--- src/rtl/sm_pkg.sv ---
// sm_pkg: shared types, phase table and defaults for the stepper motor channels
package sm_pkg;
  typedef enum logic [1:0] {IDLE, RUN, SETTLE} state_t;
  localparam logic DIR_FWD = 1'b1;
  localparam logic DIR_REV = 1'b0;
  localparam int SM_CNT_W = 16;
  localparam int SM_POS_W = 24;
  localparam logic [7:0][3:0] PHASE_TAB = {
    4'b1001, 4'b0001, 4'b0011, 4'b0010, 4'b0110, 4'b0100, 4'b1100, 4'b1000
  };
  // Full steps move two entries so an odd start index stays on two-phase-on patterns
  function automatic logic [2:0] next_idx(input logic [2:0] idx, input logic dir, input logic half);
    logic [2:0] inc;
    inc = half ? 3'd1 : 3'd2;
    return (dir == DIR_FWD) ? idx + inc : idx - inc;
  endfunction
endpackage

--- src/rtl/sm_phase_table.sv ---
// sm_phase_table: 3-bit coil index to {A, B, A_n, B_n} drive pattern
module sm_phase_table
  import sm_pkg::*;
(
  input  logic [2:0] idx,
  output logic [3:0] pat
);
  assign pat = PHASE_TAB[idx];
endmodule

--- src/rtl/sm_move_ctrl.sv ---
// sm_move_ctrl: runs one commanded move on the step generator, tracks coil phase and position
module sm_move_ctrl
  import sm_pkg::*;
#(
  parameter int CNT_W      = SM_CNT_W,
  parameter int POS_W      = SM_POS_W,
  parameter int SETTLE_CYC = 50000,
  parameter bit IDLE_OFF   = 1'b1
) (
  input  logic             clk,
  input  logic             rst,
  input  logic             cmd_valid,
  output logic             cmd_ready,
  input  logic [CNT_W-1:0] cmd_steps,
  input  logic             cmd_dir,
  input  logic             cmd_half,
  input  logic             abort,
  input  logic             drv_step,
  output logic             drv_enable,
  output logic [3:0]       phase,
  output logic [POS_W-1:0] position,
  output logic [CNT_W-1:0] steps_left,
  output logic             busy,
  output logic             done,
  output logic             aborted
);
  localparam int SET_W = $clog2(SETTLE_CYC + 1);
  localparam logic [SET_W-1:0] SET_LOAD = SET_W'(SETTLE_CYC - 1);
  localparam logic [3:0] PHASE_RST = IDLE_OFF ? 4'b0000 : 4'b1000;

  state_t           state_q, state_d;
  logic [2:0]       idx_q, idx_d;
  logic [POS_W-1:0] pos_q, pos_d;
  logic [CNT_W-1:0] left_q, left_d;
  logic [SET_W-1:0] set_q, set_d;
  logic [3:0]       phase_q, phase_d, pat;
  logic             dir_q, dir_d, half_q, half_d;
  logic             en_q, en_d, done_q, done_d, aborted_q, aborted_d;
  logic             ready_q, ready_d, busy_q, busy_d, drv_step_q;
  logic             step_evt, accept;

  sm_phase_table u_tab (.idx(idx_d), .pat(pat));

  always_comb begin
    step_evt  = drv_step & ~drv_step_q;
    accept    = cmd_valid & ready_q;
    state_d   = state_q;
    idx_d     = idx_q;
    pos_d     = pos_q;
    left_d    = left_q;
    set_d     = set_q;
    dir_d     = dir_q;
    half_d    = half_q;
    en_d      = en_q;
    done_d    = 1'b0;
    aborted_d = aborted_q;
    case (state_q)
      IDLE: if (accept) begin
        aborted_d = 1'b0;
        done_d    = (cmd_steps == '0);
        if (cmd_steps != '0) begin
          state_d = RUN;
          en_d    = 1'b1;
          left_d  = cmd_steps;
          dir_d   = cmd_dir;
          half_d  = cmd_half;
        end
      end
      RUN: if (abort) begin
        state_d   = SETTLE;
        en_d      = 1'b0;
        aborted_d = 1'b1;
        set_d     = SET_LOAD;
      end else if (step_evt) begin
        idx_d  = next_idx(idx_q, dir_q, half_q);
        pos_d  = (dir_q == DIR_FWD) ? pos_q + 1'b1 : pos_q - 1'b1;
        left_d = left_q - 1'b1;
        if (left_q == CNT_W'(1)) begin
          state_d = SETTLE;
          en_d    = 1'b0;
          set_d   = SET_LOAD;
        end
      end
      SETTLE: if (set_q == '0) begin
        state_d = IDLE;
        done_d  = 1'b1;
      end else begin
        set_d = set_q - 1'b1;
      end
      default: state_d = IDLE;
    endcase
    phase_d = (state_d == IDLE) ? (IDLE_OFF ? 4'b0000 : phase_q) : pat;
    ready_d = (state_d == IDLE);
    busy_d  = (state_d != IDLE);
  end

  always_ff @(posedge clk or negedge rst) begin
    if (!rst) begin
      state_q    <= IDLE;
      idx_q      <= '0;
      pos_q      <= '0;
      left_q     <= '0;
      set_q      <= '0;
      phase_q    <= PHASE_RST;
      dir_q      <= DIR_FWD;
      half_q     <= 1'b0;
      en_q       <= 1'b0;
      done_q     <= 1'b0;
      aborted_q  <= 1'b0;
      ready_q    <= 1'b1;
      busy_q     <= 1'b0;
      drv_step_q <= 1'b0;
    end else begin
      state_q    <= state_d;
      idx_q      <= idx_d;
      pos_q      <= pos_d;
      left_q     <= left_d;
      set_q      <= set_d;
      phase_q    <= phase_d;
      dir_q      <= dir_d;
      half_q     <= half_d;
      en_q       <= en_d;
      done_q     <= done_d;
      aborted_q  <= aborted_d;
      ready_q    <= ready_d;
      busy_q     <= busy_d;
      drv_step_q <= drv_step;
    end
  end

  assign cmd_ready  = ready_q;
  assign drv_enable = en_q;
  assign phase      = phase_q;
  assign position   = pos_q;
  assign steps_left = left_q;
  assign busy       = busy_q;
  assign done       = done_q;
  assign aborted    = aborted_q;
endmodule
--- config.mk ---
export PLATFORM = sky130hd
export DESIGN_NAME = sm_move_ctrl
export DESIGN_NICKNAME = d
export VERILOG_FILES = /design/src/rtl/sm_pkg.sv /design/src/rtl/sm_phase_table.sv /design/src/rtl/sm_move_ctrl.sv
export SDC_FILE = /design/constraint.sdc
export NUM_CORES = 1
export LEC_CHECK = 0
export ABC_CLOCK_PERIOD_IN_PS = 3600
export BUFFER_PORTS_ARGS = -buffer_cell sky130_fd_sc_hd__buf_4
export CORE_AREA = 3 3 128 130
export CTS_BUF_LIST = sky130_fd_sc_hd__clkbuf_4 sky130_fd_sc_hd__clkbuf_8 sky130_fd_sc_hd__clkbuf_16
export DETAILED_ROUTE_END_ITERATION = 16
export DIE_AREA = 0 0 131 133
export PLACE_DENSITY = 0.56
export SYNTH_ARGS = -nofsm -noshare
export SYNTH_HDL_FRONTEND = slang
export SYNTH_HIERARCHICAL = 1
export SYNTH_SLANG_ARGS = --single-unit
--- constraint.sdc ---
create_clock -name clk -period 3.6 [get_ports clk]
set_input_delay 0.72 -clock clk [delete_from_list [all_inputs] [get_ports clk]]
set_output_delay 0.72 -clock clk [all_outputs]
set_load 0.02 [all_outputs]
Word level (Yosys, flattened, before mapping):

Memories as Yosys holds them, arrays and structs flattened.
Cells that the tools add are included.

* flip-flop bits (word level): 73
* bits in read-only memories: 32
* bits of input ports: 23
* output and inout bits: 49
* logic and storage cells: 88
* memories kept: 1

* $add $sub $neg: 6
* $lt $le $gt $ge: 1
* eq/ne operators: 11
* muxes and demuxes: 37
* bitwise operators: 4
* reduce and logical (&&, ||, !) cells: 14

Memory list
* (name not given): words 8, bits a word 4, read ports 1, clocked after Yosys merged registers in 0, wr ports 0, line sm_phase_table.sv:8 `assign pat = PHASE_TAB[idx];`

Operators with widths (number)
* $mux 16: 8
* $pmux 16 s2: 2
* $logic_not 16->1: 2
* $sub 16x1->16 const B: 2
* $add 24x1->24 const B: 1
* $mux 24: 1
* $sub 24x1->24 const B: 1
* $eq 16x1->1 const B: 1
* $reduce_bool 16->1: 1
* $mux 2: 7
* $mux 3: 4
* $ne 2x2->1 const B: 6
* $reduce_and 5->1: 2
* $mux 1: 9
* $reduce_and 3->1: 3
* $mux 4: 2
* $ne 3x3->1 const B: 2
* $pmux 1 s2: 3
* $pmux 2 s3: 1
* $reduce_bool 2->1: 3
* $logic_not 2->1: 2
* $lt 3x4->1 const B: 1
* $reduce_and 4->1: 1
* $add 3x2->3: 1
* other kinds (5): 7

Depth between registers and ports, before layout:

Gate-level depths: netlist of the first run.

* depth in word-level cells: 9
* depth in mapped cells: 11
* gate-level depth less buffers: 9

Hierarchy:

The synthesis of the first run kept the hierarchy.

By module, submodules not included
* sm_move_ctrl: times used 1, cells each 513, area each 4506.8 µm², seq. area each 1829.3 µm²
* sm_phase_table: times used 1, cells each 7, area each 37.5 µm², seq. area each 0.0 µm²

Worst setup path after synthesis of the first run:

No wires, ideal clock.

* path type: reg-to-reg
* start point: register dir_q
* end point: register pos_q[20], in the netlist position[20]
* setup time: 0.083 ns
* data arrival time: 2.983 ns
* required time: 3.517 ns
* slack: 0.535 ns
* cell stages (with the launch flop): 10
* buffers on the path: 0
* period minus slack after synthesis: 3.065 ns
* cell sequence: dfstp_2 inv_1 fa_1 a211oi_1 o21bai_1 a221o_1 a311oi_1 o311ai_0 xnor2_1 o21ai_0

* word-level cells in the longest chain between the ends: 1

Ends and longest elaborated chain
* start, declared: line sm_move_ctrl.sv:37 `logic dir_q, dir_d, half_q, half_d;`
* start signal, assigned: line sm_move_ctrl.sv:120 `dir_q <= dir_d;`
* $mux 24: line sm_move_ctrl.sv:76 `pos_d = (dir_q == DIR_FWD) ? pos_q + 1'b1 : pos_q - 1'b1;`
* end signal, assigned: line sm_move_ctrl.sv:116 `pos_q <= pos_d;`
* end, declared: line sm_move_ctrl.sv:33 `logic [POS_W-1:0] pos_q, pos_d;`

Every way passes these cells.
A chain may end at the register's enable or synchronous reset.

Worst setup path after layout of the first run:

Same ends and word-level chain as after synthesis.

==> results.toml, run 1 <==
[logic_synthesis]
syn_nets = 571
yosysTopAreaCell = "dfrtp_1"
avgSynthCellArea_um2 = 8.74
synth-async-reset-ratio_pct = 100
syn_area_mm2 = 0.00454
synth_top_area_share_pct = 39.1
synth_edf_count = 0
yosysWarnings = 6
ys_ff_latch = 73
synthCells = 520
ys_types = 58
ys_top_cells_by_area = "dfrtp_1 (39%), ha_1 (7.2%), o21ai_0 (5.6%)"
dominantRegCellSynth = "dfrtp_1"
ys_seq_area_share_pct = 40.3

[layout]
diodes = 0
n_fill_cell = 1558
multi_input_area_mm2 = 0.00258
drive_above_1_share_pct = 17.7
layout.nets = 640
layout-area-overhead-vs-synth_pct = 23.4
register_area_mm2 = 0.00183
finish.instance_area_mm2 = 0.00561

[critical_path]
crit_path_top_delay_cell = "dfstp_2"
crit_buf_inv = 2
crit_path_start_kind = "flip-flop"
crit_path_end_kind = "flip-flop"
path_class = "flip-flop to flip-flop"
r2r_start = "dir_q$_DFFE_PN1P_"
r2r_setup_slack_ps = 300
cp.depth = 10
critPathRequiredTime_ps = 3790
r2r_cells = 10
critPathTopFamily = "compound AO/OA/AOI/OAI gates"
cp.arrival_ps = 3480
slowest_delay_ps = 580
crit_chain = "inv_1 -> fa_1 -> a211oi_1 -> o21bai_1 -> a221o_1 -> a311oi_1 -> buf_4 -> o311ai_0 -> xnor2_1 -> o21ai_0"
worstSetupStartpoint = "dir_q$_DFFE_PN1P_"
cp_max_fo = 15

[drt]
drtIter0Drc = 256
routed_wl_um = 11900
post_drt_wl_per_cell_um = 14.8
ant_nets = 0
drtPass1Iterations = 4
vias = 4057
vias_per_cell = 5.04
drc_errors = 0

[global_route]
overflow = 0
grt_pass1_wl_um = 20000
grt_pass1_vias = 3991
grt_util_all_layers_pct = 14.2
antenna_found_initial = 0
grt_max_degree = 74

[sta]
skew_ps = 9.54
hold_ws_ps = 496
rsz0062_at_grt = "false"
fmax_mhz = 303
max_slew_margin_pct = 36.9
finalSetupViolations = 0
period_minus_slack_ps = 3300
tightestPinTransition_ps = 946
setup_tns_ps = 0
period_share_pct = 91.5
final_hold_viol_count = 0
slew_viol_final = 0
setup_ws_ps = 305

[hold_path]
hold_depth = 1
min_path_type = "input pin to flip-flop"
min-delay-start = "drv_step"

[power_and_ir_drop]
p_sw_mw = 2.83
p_sw_share_pct = 46.8
p_comb_share_pct = 59.3
peakVddDrop_v = 0.000277
p_per_area_mw_per_mm2 = 1080
p_int_mw = 3.23
leakage_nw = 2.48
clockPowerShare_pct = 14.4
fin_total_pwr_mw = 6.06
power_frac_seq_pct = 26.2

[clock_network]
root_buffer = "clkbuf_16"
cts_tree = "yes"
path_clk_slew_ps = 60
cts_resized = 0
numCtsBuffers = 9
clock_latency_ps = 350
hold_buffers = 0
htree_levels = 3
post_cts_buffers = 0
clk_path_buf_depth = 2
clock_sinks = 73

[floorplan]
io_pins = 72
die_x_um = 131
die_area_mm2 = 0.0174
core_area_mm2 = 0.0153
fp.dieH_um = 133
initial_core_util_pct = 29.8
rows = 45

[run_status]
status = "completed"

[flow_run]
drv_cap = 0

[place]
dp_hpwl_um = 8590
pre_cts_slack_ps = 320
io_buffer_count = 71
place_area_mm2 = 0.00532
gp_congestion = 0.888
## cell families after synthesis
kind of cell,after synthesis,synth area share (%)
buf+inv,36,3.06
mux,4,0.964
xor+xnor,33,6.36
compound gates,160,21.3
simple gates,186,20.0
fa+ha+maj,28,8.04
flops,73,40.3
## final timing paths
path	to
max reg2reg	position[20]$_DFFE_PN0P_
max	position[20]$_DFFE_PN0P_
min	drv_step_q$_DFF_PN0_
max in group asynchronous	set_q[9]$_DFFE_PN0P_
min in group asynchronous	position[0]$_DFFE_PN0P_
min reg2reg	set_q[0]$_DFFE_PN0P_
## worst register-to-register path, delay by kind of cell, from the launching register on
| family | cells | cell delay (ps) |
|---|---|---|
| xor gates and xnor gates | 1 | 170 |
| DFF | 1 | 580 |
| AOI/OAI and AO/OA | 6 | 1410 |
| buffers and inverters | 2 | 450 |
| adders and majority gates | 1 | 530 |
## final cells by class
type | instances | area share (%)
Tap cell | 211 | 4.71
Sequential cell | 73 | 32.6
Timing Repair Buffer | 79 | 10.6
Clock buffer | 12 | 4.64
Clock inverter | 4 | 0.491
Multi-Input combinational cell | 411 | 45.9
Inverter | 15 | 1.00
## cell usage after synthesis (5+ instances only)
cell / number
nor4_1: 5
a211oi_1: 8
inv_1: 15
xnor2_1: 14
clkbuf_1: 18
nand3_1: 15
nand2_1: 63
or3_1: 11
a31oi_1: 6
dfrtp_1: 71
nor2_1: 36
a21o_1: 12
nor3_1: 17
nor2b_1: 5
o21ai_0: 51
o211ai_1: 6
xor2_1: 19
ha_1: 26
and2_1: 6
a21oi_1: 47
and3_1: 6
## power by group through the flow
stage               sequential (mW)  combinational (mW)  clock (mW)
floorplan                      1.79                2.30           0
global placement               1.59                3.53           0
detailed placement             1.61                3.58           0
CTS                            1.60                3.61       0.896
global route                   1.66                4.04       0.933
finish                         1.59                3.60       0.873
## routing by layer
metal	wire length, um	up-vias	part of all wire (%)	global-route usage (%)
li1	-	2027	-	-
met1	5580	1916	47	19.9
met2	5360	96	45	21.0
met3	610	18	5.1	2.58
met4	340	0	2.9	6.69
met5	0	-	0	0
## registers in the layout (all words and copies together) (netlist names), 2 cells and up
register / count
set_q: 16
position: 24
phase: 4
steps_left: 16
state_q: 2
idx_q: 3
## cells in the final DEF (no fill, tap or decap), types with 2 or more instances in the layout
cell / instances
dfstp_2: 2
a21o_1: 12
o22ai_1: 4
clkbuf_8: 2
buf_4: 79
nor3_1: 17
clkbuf_16: 9
a221o_1: 2
xnor2_1: 14
o21ai_0: 51
a211oi_1: 8
and2_1: 6
a22oi_1: 3
nand2_1: 63
nand3_1: 15
o211ai_1: 6
or3_1: 11
nand4b_1: 2
fa_1: 2
nand4_1: 4
and3_1: 6
nor2_1: 36
nand3b_1: 4
xor2_1: 19
a31oi_1: 6
ha_1: 26
inv_1: 15
clkinvlp_4: 3
dfrtp_1: 71
a311oi_1: 2
nor2b_1: 5
a21oi_1: 47
nand2b_1: 4
o32ai_1: 2
mux2_2: 3
o31ai_1: 3
nor4_1: 5
## stage by stage
step | util (%) | instances
after detailed placement | 34.9 | 789
after CTS | 36.7 | 805
after floorplan | - | 520
final | 36.7 | 805
after global routing | 36.7 | 805
after global placement | 34.9 | 789
Note: power is estimated with default switching activity, not from simulation.
==> run 2, diff against run 1 <==
CTS_BUF_LIST = sky130_fd_sc_hd__clkbuf_8   (was sky130_fd_sc_hd__clkbuf_4 sky130_fd_sc_hd__clkbuf_8 sky130_fd_sc_hd__clkbuf_16)
==> results.toml, run 2 (synthesis results as in run 1) <==
[run_status]
status = "completed"

[sta]
setup_tns_ps = 0
hold_ws_ps = 480
setup_ws_ps = 295
final_hold_viol_count = 0
finalSetupViolations = 0
max_slew_margin_pct = 35.7
tightestPinTransition_ps = 964
rsz0062_at_grt = "false"
slew_viol_final = 0
period_share_pct = 91.8
skew_ps = 14.0
period_minus_slack_ps = 3300
fmax_mhz = 303

[global_route]
grt_pass1_vias = 3982
grt_util_all_layers_pct = 14.1
grt_pass1_wl_um = 19900
overflow = 0
antenna_found_initial = 0
grt_max_degree = 74

[clock_network]
clock_latency_ps = 370
hold_buffers = 0
numCtsBuffers = 9
htree_levels = 3
clock_sinks = 73
post_cts_buffers = 0
root_buffer = "clkbuf_8"
cts_resized = 0
cts_tree = "yes"
clk_path_buf_depth = 2
path_clk_slew_ps = 80

[critical_path]
critPathRequiredTime_ps = 3810
crit_path_start_kind = "flip-flop"
cp_max_fo = 15
r2r_start = "dir_q$_DFFE_PN1P_"
path_class = "flip-flop to flip-flop"
r2r_setup_slack_ps = 300
cp.arrival_ps = 3510
r2r_cells = 10
worstSetupStartpoint = "dir_q$_DFFE_PN1P_"
r2r-end = "position[20]$_DFFE_PN0P_"
crit_path_end_kind = "flip-flop"

[drt]
drc_errors = 0
drtIter0Drc = 258
ant_nets = 0
post_drt_wl_per_cell_um = 14.7
drtPass1Iterations = 5
routed_wl_um = 11900
vias = 4085
vias_per_cell = 5.07

[floorplan]
fp.dieH_um = 133
die_x_um = 131
rows = 45
initial_core_util_pct = 29.8
die_area_mm2 = 0.0174
core_area_mm2 = 0.0153
io_pins = 72

[hold_path]
min-delay-start = "drv_step"
hold_depth = 1
min_to = "drv_step_q$_DFF_PN0_"
min_path_type = "input pin to flip-flop"

[place]
io_buffer_count = 71
gp_congestion = 0.888
place_area_mm2 = 0.00532
dp_hpwl_um = 8590
pre_cts_slack_ps = 320

[layout]
n_fill_cell = 1562
largest_reg_flops = 24
layout_commonest_cell = "buf_4"
most-common-layout-cells = "buf_4 (79), dfrtp_1 (71), nand2_1 (63)"
drive_above_1_share_pct = 17.5
layout.nets = 640
finish.instance_area_mm2 = 0.00550
layout-area-overhead-vs-synth_pct = 21.1
diodes = 0

[power_and_ir_drop]
p_per_area_mw_per_mm2 = 1050
peakVddDrop_v = 0.000274
leakage_nw = 2.44

[flow_run]
drv_cap = 0
==> run 2: per-stage QoR <==
stage | utilization, % | std cells | power (mW)
final | 36.1 | 805 | 5.79
after global routing | 36.1 | 805 | 6.37
after CTS | 36.1 | 805 | 5.83
after detailed placement | 34.9 | 789 | 5.19
after global placement | 34.9 | 789 | 5.12
after floorplan | - | 520 | 4.10
==> run 2: power breakdown <==
group          switching, mW  internal, mW  leakage, nW  total, mW
Combinational           2.08          1.52         1.46       3.59
Clock                  0.330         0.284       0.0888      0.614
Sequential             0.393          1.19        0.885       1.59
==> run 2: final cells by class <==
| cell class | instances | area [um^2] | area share, % |
|---|---|---|---|
| Timing Repair Buffer | 79 | 593 | 10.8 |
| Clock inverter | 5 | 31.3 | 0.569 |
| Tap cell | 211 | 264 | 4.80 |
| Inverter | 15 | 56.3 | 1.02 |
| Sequential cell | 73 | 1830 | 33.2 |
| Clock buffer | 11 | 151 | 2.75 |
| Multi-Input combinational cell | 411 | 2580 | 46.8 |
==> run 2: how the worst max path moves through the flow <==
| stage | cells after the start | to |
|---|---|---|
| global route | 10 | position[20]$_DFFE_PN0P_ |
| detailed placement | 10 | position[20]$_DFFE_PN0P_ |
| global placement | 10 | position[20]$_DFFE_PN0P_ |
| CTS | 10 | position[20]$_DFFE_PN0P_ |
| floorplan | 9 | position[20]$_DFFE_PN0P_ |
| finish | 10 | position[20]$_DFFE_PN0P_ |
==> run 2: per-layer routing <==
metal	GRT usage (%)	wire length [um]
met5	0	0
met4	6.34	310
met3	2.58	483
met2	20.9	5370
met1	19.9	5700
==> run 2: critical path: stages, from the launching register on <==
cell	delay (ps)
dfstp_2	590
inv_1	280
fa_1	530
a211oi_1	330
o21bai_1	150
a221o_1	370
a311oi_1	310
buf_4	180
o311ai_0	160
xnor2_1	170
o21ai_0	90
==> run 3, diff against run 2 <==
CAP_MARGIN = 10   (was unset)
CORE_AREA = 3 3 127 129   (was 3 3 128 130)
DIE_AREA = 0 0 130 132   (was 0 0 131 133)
RECOVER_POWER = 25   (was unset)
SYNTH_HIERARCHICAL = unset   (was 1)
==> results.toml, run 3 <==
[floorplan]
die_area_mm2 = 0.0172
io_pins = 72
core_area_mm2 = 0.0151
rows = 45
die_x_um = 130
initial_core_util_pct = 30.0
fp.dieH_um = 132

[sta]
fmax_mhz = 320
period_share_pct = 86.8
finalSetupViolations = 0
skew_ps = 12.0
setup_ws_ps = 475
slew_viol_final = 74
max_slew_margin_pct = -26.0
setup_tns_ps = 0
final_hold_viol_count = 0
rsz0062_at_grt = "false"
tightestPinTransition_ps = 1890
period_minus_slack_ps = 3120

[layout]
layout_commonest_cell = "buf_4"
fin_cells = 790
most-common-layout-cells = "buf_4 (77), nand2_1 (71), dfrtp_1 (71)"
finish.instance_area_mm2 = 0.00550
multi_input_area_mm2 = 0.00259
layout-area-overhead-vs-synth_pct = 21.3
register_area_mm2 = 0.00183
drive_above_1_share_pct = 17.9
post-route-util_pct = 36.3
n_fill_cell = 1520
diodes = 0
largest_reg_flops = 24
layout.nets = 648

[critical_path]
cp_max_fo = 15
crit_path_end_kind = "flip-flop"
cp.arrival_ps = 3380
crit_path_start_kind = "flip-flop"
path_class = "flip-flop to flip-flop"
critPathRequiredTime_ps = 3850

[logic_synthesis]
ys_ff_latch = 73
yosysWarnings = 0
ys_top_cells_by_area = "dfrtp_1 (39%), ha_1 (7.2%), nand2_1 (5.9%)"
syn_nets = 578
ys_seq_area_share_pct = 40.3
syn_area_mm2 = 0.00454
ys_types = 58
synth_common_cells = "dfrtp_1 (71), nand2_1 (71), nor2_1 (54)"
avgSynthCellArea_um2 = 8.61
synthCells = 527
yosysTopAreaCell = "dfrtp_1"
synth-async-reset-ratio_pct = 100
synth_edf_count = 0
synth_top_area_share_pct = 39.2
dominantRegCellSynth = "dfrtp_1"

[power_and_ir_drop]
p_sw_share_pct = 22.9
leakage_nw = 2.56
power_frac_seq_pct = 52.6
peakVddDrop_v = 0.000134
p_comb_share_pct = 3.8
p_int_mw = 1.23
p_sw_mw = 0.367
p_per_area_mw_per_mm2 = 290
clockPowerShare_pct = 43.7

[hold_path]
min_path_type = "flip-flop to flip-flop"

[place]
dp_hpwl_um = 8880
dp.cells = 773
io_buffer_count = 71
pre_cts_slack_ps = 421
place_area_mm2 = 0.00528
gp_congestion = 0.841

[clock_network]
clk_path_buf_depth = 2
clock_sinks = 73
numCtsBuffers = 9
path_clk_slew_ps = 80
post_cts_buffers = 0
root_buffer = "clkbuf_8"
hold_buffers = 0
clock_latency_ps = 370
cts_tree = "yes"
cts_resized = 0
htree_levels = 3

[drt]
vias = 4112
drc_errors = 0
met2WireLength_um = 5740
met3WireLength_um = 534
highest_layer = "met4"
ant_nets = 0
vias_per_cell = 5.21
drtIter0Drc = 281
routed_wl_um = 11900
drt-met1-wl_um = 5420
drtPass1Iterations = 4
post_drt_wl_per_cell_um = 15.1

[run_status]
status = "complete, but fails checks"
violations = "capacitance limit, slew limit"

[global_route]
grt_pass1_vias = 3972
grt_util_all_layers_pct = 14.2
grt_max_degree = 74
grt_pass1_wl_um = 19700
antenna_found_initial = 0
overflow = 0

[flow_run]
drv_cap = 1
run 3: critical path, stage by stage, from the launching register on:
cell and delay [ps]:
dfstp_2 600, inv_1 270, ha_1 510, nand2_1 90, a2111oi_0 520, a21oi_1 180
a31oi_1 350, a211o_1 160, nand3_1 70, a211o_1 260
run 3: cell type report:
cell class | instances | share of cell area [%]
Clock buffer | 12 | 3.00
Clock inverter | 4 | 0.910
Inverter | 12 | 0.819
Multi-Input combinational cell | 422 | 47.0
Sequential cell | 73 | 33.2
Tap cell | 188 | 4.27
Timing Repair Buffer | 79 | 10.7
run 3: cell families (layout without fill, tap and decap cells):
logic type	Yosys count	in the layout	synth area share, %
AND/OR/NAND/NOR	199	199	20.5
multiplexers	4	4	0.910
flip-flops	73	73	40.3
AO/OA/AOI/OAI	159	159	21.4
XOR/XNOR	32	32	6.18
adder cells (fa/ha/maj)	28	28	8.05
buffers and inverters	32	107	2.70
run 3: layer usage:
layer  track usage [%]  up-vias
li1                  -     2049
met1              18.1     1948
met2              23.2       95
met3              4.34       20
met4              4.21        0
met5                 0        -
run 3: final timing paths:
kind | start | slack, ps | to | depth (start not counted)
max | dir_q$_DFFE_PN1P_ | 480 | position[23]$_DFFE_PN0P_ | 9
min | set_q[0]$_DFFE_PN0P_ | 490 | set_q[0]$_DFFE_PN0P_ | 1
max reg2reg | dir_q$_DFFE_PN1P_ | 480 | position[23]$_DFFE_PN0P_ | 9
min reg2reg | set_q[0]$_DFFE_PN0P_ | 490 | set_q[0]$_DFFE_PN0P_ | 1
max in group asynchronous | rst | 1610 | state_q[1]$_DFF_PN0_ | 1
min in group asynchronous | rst | 880 | position[7]$_DFFE_PN0P_ | 1
run 3: power by group through the flow:
stage | Clock, mW | Sequential, mW | Combinational, mW
floorplan | 0 | 0.854 | 0.0180
global placement | 0 | 0.855 | 0.0607
detailed placement | 0 | 0.856 | 0.0628
CTS | 0.736 | 0.840 | 0.0627
global route | 0.768 | 0.842 | 0.0684
finish | 0.697 | 0.840 | 0.0600
run 3: per-stage QoR:
step | power, mW | hold slack [ps]
after floorplan | 0.872 | 424
after global placement | 0.916 | 482
after detailed placement | 0.918 | 495
after CTS | 1.64 | 450
after global routing | 1.68 | 470
final | 1.60 | 494
